### config.mk
export PLATFORM = sky130hd
export DESIGN_NAME = fir_filter_param
export DESIGN_NICKNAME = d
export VERILOG_FILES = /design/src/rtl/fir_pkg.sv /design/src/rtl/fir_out_sat.sv /design/src/rtl/fir_filter_param.sv
export SDC_FILE = /design/constraint.sdc
export NUM_CORES = 2
export LEC_CHECK = 0
export CORE_ASPECT_RATIO = 2
export CORE_MARGIN = 2
export CORE_UTILIZATION = 66
export DETAILED_ROUTE_END_ITERATION = 8
export GPL_TIMING_DRIVEN = 1
export PLACE_DENSITY = 0.86
export SLEW_MARGIN = 5
export SYNTH_ARGS = -nofsm -noshare
export SYNTH_HDL_FRONTEND = slang
export SYNTH_SLANG_ARGS = --single-unit
### constraint.sdc
create_clock -name clk -period 4.7 [get_ports clk]
set_input_delay 0.94 -clock clk [delete_from_list [all_inputs] [get_ports clk]]
set_output_delay 0.94 -clock clk [all_outputs]
set_load 0.01 [all_outputs]
### src/rtl/fir_pkg.sv
// Shared defaults and width helpers for the parameterised FIR filter.
package fir_pkg;

    localparam int DEF_DATA_W = 8;
    localparam int DEF_COEF_W = 8;
    localparam int DEF_TAPS   = 8;
    localparam int DEF_OUT_W  = 16;
    localparam int MIN_TAPS   = 2;
    localparam int MAX_TAPS   = 32;

    // Accumulator must hold TAPS full-width products without overflow.
    function automatic int acc_width(input int data_w, input int coef_w, input int taps);
        return data_w + coef_w + $clog2(taps);
    endfunction

endpackage

### src/rtl/fir_out_sat.sv
// Combinational output stage: accumulator to output width, wrapping by default
// or clamping when FIR_FILTER_SAT_EN is defined.
module fir_out_sat #(
    parameter int ACC_W = 19,
    parameter int OUT_W = 16
) (
    input  logic signed [ACC_W-1:0] acc,
    output logic signed [OUT_W-1:0] y
);

    generate
        if (OUT_W > ACC_W) begin : g_extend
            assign y = {{(OUT_W-ACC_W){acc[ACC_W-1]}}, acc};
        end else begin : g_narrow
`ifdef FIR_FILTER_SAT_EN
            localparam logic signed [ACC_W-1:0] SAT_MAX =
                {{(ACC_W-OUT_W+1){1'b0}}, {(OUT_W-1){1'b1}}};
            localparam logic signed [ACC_W-1:0] SAT_MIN =
                {{(ACC_W-OUT_W+1){1'b1}}, {(OUT_W-1){1'b0}}};

            function automatic logic signed [OUT_W-1:0] saturate(input logic signed [ACC_W-1:0] a);
                if (a > SAT_MAX) begin
                    return SAT_MAX[OUT_W-1:0];
                end else if (a < SAT_MIN) begin
                    return SAT_MIN[OUT_W-1:0];
                end
                return a[OUT_W-1:0];
            endfunction

            assign y = saturate(acc);
`else
            // High accumulator bits are intentionally discarded in wrap mode.
            logic unused_acc;
            assign unused_acc = ^acc;

            function automatic logic signed [OUT_W-1:0] wrap(input logic signed [ACC_W-1:0] a);
                return a[OUT_W-1:0];
            endfunction

            assign y = wrap(acc);
`endif
        end
    endgenerate

endmodule

### src/rtl/fir_filter_param.sv
// Direct-form FIR with writable coefficients and a two-register product/sum
// pipeline; define FIR_FILTER_SAT_EN for saturating output instead of wrap.
module fir_filter_param
    import fir_pkg::*;
#(
    parameter int DATA_W = DEF_DATA_W,
    parameter int COEF_W = DEF_COEF_W,
    parameter int TAPS   = DEF_TAPS,
    parameter int OUT_W  = DEF_OUT_W
) (
    input  logic                       clk,
    input  logic                       rst_n,
    input  logic                       clr,
    input  logic                       in_valid,
    input  logic signed [DATA_W-1:0]   x_in,
    input  logic                       coef_we,
    input  logic [$clog2(TAPS)-1:0]    coef_addr,
    input  logic signed [COEF_W-1:0]   coef_data,
    output logic                       out_valid,
    output logic signed [OUT_W-1:0]    y_out
);

    localparam int PROD_W = DATA_W + COEF_W;
    localparam int ACC_W  = acc_width(DATA_W, COEF_W, TAPS);

    logic signed [DATA_W-1:0] tap_p0  [TAPS];
    logic signed [COEF_W-1:0] coef    [TAPS];
    logic signed [PROD_W-1:0] prod_p1 [TAPS];
    logic signed [ACC_W-1:0]  sum_p1;
    logic signed [ACC_W-1:0]  acc_p2;
    logic                     vld_p0;
    logic                     vld_p1;
    logic                     vld_p2;

    // Stage 0: delay line, shifted only on accepted samples
    always_ff @(posedge clk or negedge rst_n) begin
        if (!rst_n) begin
            for (int k = 0; k < TAPS; k++) tap_p0[k] <= '0;
            vld_p0 <= 1'b0;
        end else begin
            vld_p0 <= in_valid & ~clr;
            if (clr) begin
                for (int k = 0; k < TAPS; k++) tap_p0[k] <= '0;
            end else if (in_valid) begin
                tap_p0[0] <= x_in;
                for (int k = 1; k < TAPS; k++) tap_p0[k] <= tap_p0[k-1];
            end
        end
    end

    // Coefficient bank; clr leaves it untouched, reset restores identity
    always_ff @(posedge clk or negedge rst_n) begin
        if (!rst_n) begin
            for (int k = 0; k < TAPS; k++) coef[k] <= (k == 0) ? COEF_W'(1) : COEF_W'(0);
        end else if (coef_we && (int'(coef_addr) < TAPS)) begin
            coef[coef_addr] <= coef_data;
        end
    end

    // Stage 1: full-width products
    always_ff @(posedge clk or negedge rst_n) begin
        if (!rst_n) begin
            for (int k = 0; k < TAPS; k++) prod_p1[k] <= '0;
            vld_p1 <= 1'b0;
        end else begin
            for (int k = 0; k < TAPS; k++) prod_p1[k] <= PROD_W'(tap_p0[k]) * PROD_W'(coef[k]);
            vld_p1 <= vld_p0 & ~clr;
        end
    end

    always_comb begin
        sum_p1 = '0;
        for (int k = 0; k < TAPS; k++) sum_p1 = sum_p1 + ACC_W'(prod_p1[k]);
    end

    // Stage 2: accumulator only loads on valid, so y_out holds between pulses
    always_ff @(posedge clk or negedge rst_n) begin
        if (!rst_n) begin
            acc_p2 <= '0;
            vld_p2 <= 1'b0;
        end else begin
            vld_p2 <= vld_p1 & ~clr;
            if (vld_p1 && !clr) acc_p2 <= sum_p1;
        end
    end

    assign out_valid = vld_p2;

    fir_out_sat #(
        .ACC_W (ACC_W),
        .OUT_W (OUT_W)
    ) u_out_sat (
        .acc (acc_p2),
        .y   (y_out)
    );

endmodule
==> flow_results.org <==
** Floorplanning
- For this configuration, the core starts out at a cell density of 0.666.
- From bottom edge to top edge, the die measures 316 um.
- The die covers 0.0506 mm^2.
- After floorplanning, the core was sized to cover 0.0482 mm^2.
- Die boundary width :: 160 um
- 41 I/O pins were placed.
- Placement row count :: 114

** Yosys
- The synthesized design contains 0 enable-type register cells.
- Area share of and/or/nand/nor cells after synthesis :: 0.127
- The synthesized netlist occupies a cell area of 0.0321 mm^2.
- For this run, asynchronously set or reset flops after synthesis account for 1.00.
- Share of Yosys cell area claimed by the top area cell type :: 0.328
- Average cell area after synthesis :: 10.1 um^2
- Post-synthesis share of cell area spent on full adders, half adders and majority gates :: 0.425
- Post-synth top flop :: sky130_fd_sc_hd__dfrtp_1
- Of the total synthesized cell area, the portion taken by XOR and XNOR cells is 0.0384.
- Yosys attributes the largest share of cell area to sky130_fd_sc_hd__fa_1 (33%), sky130_fd_sc_hd__dfrtp_1 (21%), sky130_fd_sc_hd__inv_1 (9.7%), sky130_fd_sc_hd__ha_1 (9.7%), sky130_fd_sc_hd__and2_1 (6.6%).
- Number of standard cells after synthesis :: 3,189
- The complex-gate fraction of the synthesized area was 0.0466.
- The synthesized design contains 275 register bits.
- The number of nets handed over by synthesis was 3,988.
- By area, the combinational part of the netlist is dominated by adder cells.
- Count of different cell masters after synthesis :: 59
- For this run, the number of Yosys warnings is 0.
- Cell type contributing the most total cell area after synthesis :: sky130_fd_sc_hd__fa_1
- For this run, the register share of the synthesized area comes to 0.214.
- Measured against the total synthesized area, the mux share comes to 0.0438.

** Global route
- Number of antenna violations at the first check in global routing :: 4
- Entering global routing, the biggest net connects 98 pins.
- The first global-routing pass estimated 134,000 um of wire.
- Via count of the first global-routing pass :: 26,100
- Overall global routing resource usage :: 0.346
- Total global routing overflow :: 0

** Power
- The analysis attributes to cell leakage a power of 0.0179 uW.
- Pwr/cell area :: 483 mW/mm^2
- Peak supply drop :: 1010 uV

** Drt
- Via count :: 22,400
- Pre-antenna DRT Iters :: 6
- Routed len/inst :: 21.1 um
- Sum of routed wire length over all layers :: 82,500 um
- In this run, the number of DRC markers left after iteration 0 of detailed routing was 1,076.
- Average via count per standard cell :: 5.72
- After detailed routing, the number of remaining DRC violations is 0.
- Antenna violation net count after detailed routing :: 0

** Timing
- Shortest clock period the worst path allows after layout :: 4550 ps
- Of the available clock period, the critical path in the final layout requires 0.968.
- Number of failing setup endpoints in the final timing report :: 0
- Setup slack on the critical path of the routed design comes to 151 ps.
- Final slew viol count :: 0
- Maximum clock rate :: 220 MHz
- Measured against its own limit, the worst slew margin works out to 0.137.
- Hold violation count in the final report :: 0
- Worst Skew :: 19.7 ps
- Slew at the pin with the worst max-slew slack :: 1290 ps

** Cells and area
- Of the cells placed in the final design, the portion with a size suffix greater than 1 is 0.0634.
- The net count of the finished layout is 4,044.
- The count of cells in the finished layout, fillers not included, comes to 3,907.
- Relative to the synthesized area, the layout overhead comes to 7.32%.
- Post-layout utilization of the core :: 0.715
- After routing the design area is 0.0345 mm^2.

** Status
- Status :: finished clean

** CTS
- Root buffer cell :: sky130_fd_sc_hd__clkbuf_16
- TritonCTS built the clock tree.
- Clock sink count :: 275
- Clock transition at the registers of the reported paths :: 80 ps
- Clock Tree Buf Depth :: 3
- Number of buffers added by the clock tree synthesis step :: 27
- For the worst-skew pair, the clock arrives at the later sink with an insertion delay of 580 ps.
- In this run the number of H-tree levels came out at 1.

** Placed design
- HPWL after DPL :: 66,100 um
- Total placed instance area :: 0.0334 mm^2
- # port buffers :: 40
- The number of placed instances, taps included, is 3,849.
- Routability-driven placement finished with a final weighted congestion of 0.945.
- Timing analysis after detailed placement gives a worst setup slack of 101 ps.

** Setup path
- Data arrival time at the worst-slack endpoint :: 4990 ps
- STA classifies the critical path startpoint as a flop.
- Along the worst path, the maximum fanout reaches 10.
- Required arrival time at the worst endpoint :: 5140 ps
- The worst setup path is captured at a flop.
- Critical path class :: flop to flop

** Job
- Number of max-cap violations :: 0

** Hold path
- The worst hold path belongs to the class input port to asynchronous set/reset pin.
critical path, stage by stage, from the launching register on:
cell and delay, ps:
sky130_fd_sc_hd__dfrtp_1 500, sky130_fd_sc_hd__and2_1 230, sky130_fd_sc_hd__fa_1 580, sky130_fd_sc_hd__fa_1 440, sky130_fd_sc_hd__fa_1 490, sky130_fd_sc_hd__inv_1 50, sky130_fd_sc_hd__fa_1 480, sky130_fd_sc_hd__inv_1 40
sky130_fd_sc_hd__ha_1 330, sky130_fd_sc_hd__o21a_1 200, sky130_fd_sc_hd__o21ai_0 190, sky130_fd_sc_hd__a21oi_1 90, sky130_fd_sc_hd__a311o_1 400, sky130_fd_sc_hd__o31a_1 260, sky130_fd_sc_hd__xnor2_1 120
logic make-up after synthesis:
| family | count (synthesis) |
|---|---|
| xor gates and xnor gates | 141 |
| buffers and inverters | 893 |
| adders and majority gates | 775 |
| AOI/OAI and AO/OA | 208 |
| and+or+nand+nor | 765 |
| DFF | 275 |
| muxes | 132 |
registers in the layout, summed over array words and instances, names as in the netlist:
signal,flops
vld_p0,1
acc_p2,16
vld_p1,1
out_valid,1
prod_p1,128
coef,64
tap_p0,64
cell type report:
type,instances,area [um^2]
clock inverters,16,193
well taps,638,798
clock buffers,34,722
flip-flops and latches,275,6900
multi-input cells,2021,21900
diodes,3,7.51
fillers,3272,13700
inverters,829,3110
repair buffers,91,806
report_power, final:
part	total [uW]	leakage [uW]	internal (uW)	switching, uW
clock network	2320	0.000426	1270	1050
registers	3400	0.00350	2840	560
logic	10900	0.0140	4500	6430
total	16600	0.0179	8610	8040
synthesized netlist by cell type, drive strengths merged (2+ instances only):
library cell	count
a21o	28
o21bai	9
nor4	5
nor3b	4
nand3	8
a2111oi	10
clkbuf	56
nand4b	5
a31oi	10
inv	827
nor3	22
a211o	7
buf	8
a21oi	42
xnor2	112
or4	6
o21a	25
o31ai	7
and3	2
clkinv	2
mux2	68
xor2	29
nand2	174
o211ai	3
dfrtp	274
mux2i	64
nor2	111
o21ai	45
nand2b	20
fa	527
nor2b	49
and2	340
nand4	13
o31a	5
ha	248
nor4b	3
a211oi	9
cell usage in the layout (no fill, tap or decap), types with 29 or more instances in the layout:
cell,count
sky130_fd_sc_hd__nand2_1,174
sky130_fd_sc_hd__nor2_1,111
sky130_fd_sc_hd__mux2_2,68
sky130_fd_sc_hd__buf_4,50
sky130_fd_sc_hd__clkdlybuf4s50_1,37
sky130_fd_sc_hd__and2_1,340
sky130_fd_sc_hd__fa_1,526
sky130_fd_sc_hd__inv_1,827
sky130_fd_sc_hd__a21oi_1,38
sky130_fd_sc_hd__nor2b_1,49
sky130_fd_sc_hd__xor2_1,29
sky130_fd_sc_hd__dfrtp_1,261
sky130_fd_sc_hd__o21ai_0,42
sky130_fd_sc_hd__xnor2_1,112
sky130_fd_sc_hd__ha_1,248
sky130_fd_sc_hd__mux2i_1,64
through the flow:
step           hold WS [ps]  setup TNS [ps]  power, uW
5_1_grt                 390           -1.44      17800
2_1_floorplan           439               0      10800
6_report                341               0      16600
4_1_cts                 361               0      16400
3_5_place_dp            458               0      13900
3_3_place_gp            467               0      13400
what timing repair did:
| item | CTS | global route |
|---|---|---|
| resized for setup | 0 | 21 |
| hold buffers | 0 | 0 |
| endpoints found under the setup margin | 0 | 9 |
| setup buffers | 0 | 5 |
| hold endpoints to repair | 0 | 0 |
path summary, 6_finish.rpt:
kind	cells after the start	startpoint	slack, ps	endpoint
hold / removal	1	rst_n	340	tap_p0[10]$_DFFE_PN0P_
min in group clk	1	vld_p0$_DFF_PN0_	470	vld_p1$_DFF_PN0_
setup / recovery	14	tap_p0[19]$_DFFE_PN0P_	150	prod_p1[47]$_DFF_PN0_
hold reg to reg	1	vld_p0$_DFF_PN0_	470	vld_p1$_DFF_PN0_
setup reg to reg	14	tap_p0[19]$_DFFE_PN0P_	150	prod_p1[47]$_DFF_PN0_
max in group asynchronous	2	rst_n	3320	tap_p0[47]$_DFFE_PN0P_
metal layers:
layer	wire [um]	vias up	share of wire	GRT usage
met5	0	-	0	0
met4	10100	0	0.12	0.340
met3	4080	489	0.049	0.0519
met2	43800	909	0.53	0.632
met1	24600	11300	0.30	0.323
li1	-	9645	-	-
No activity file was read; power rests on OpenSTA's default activity.
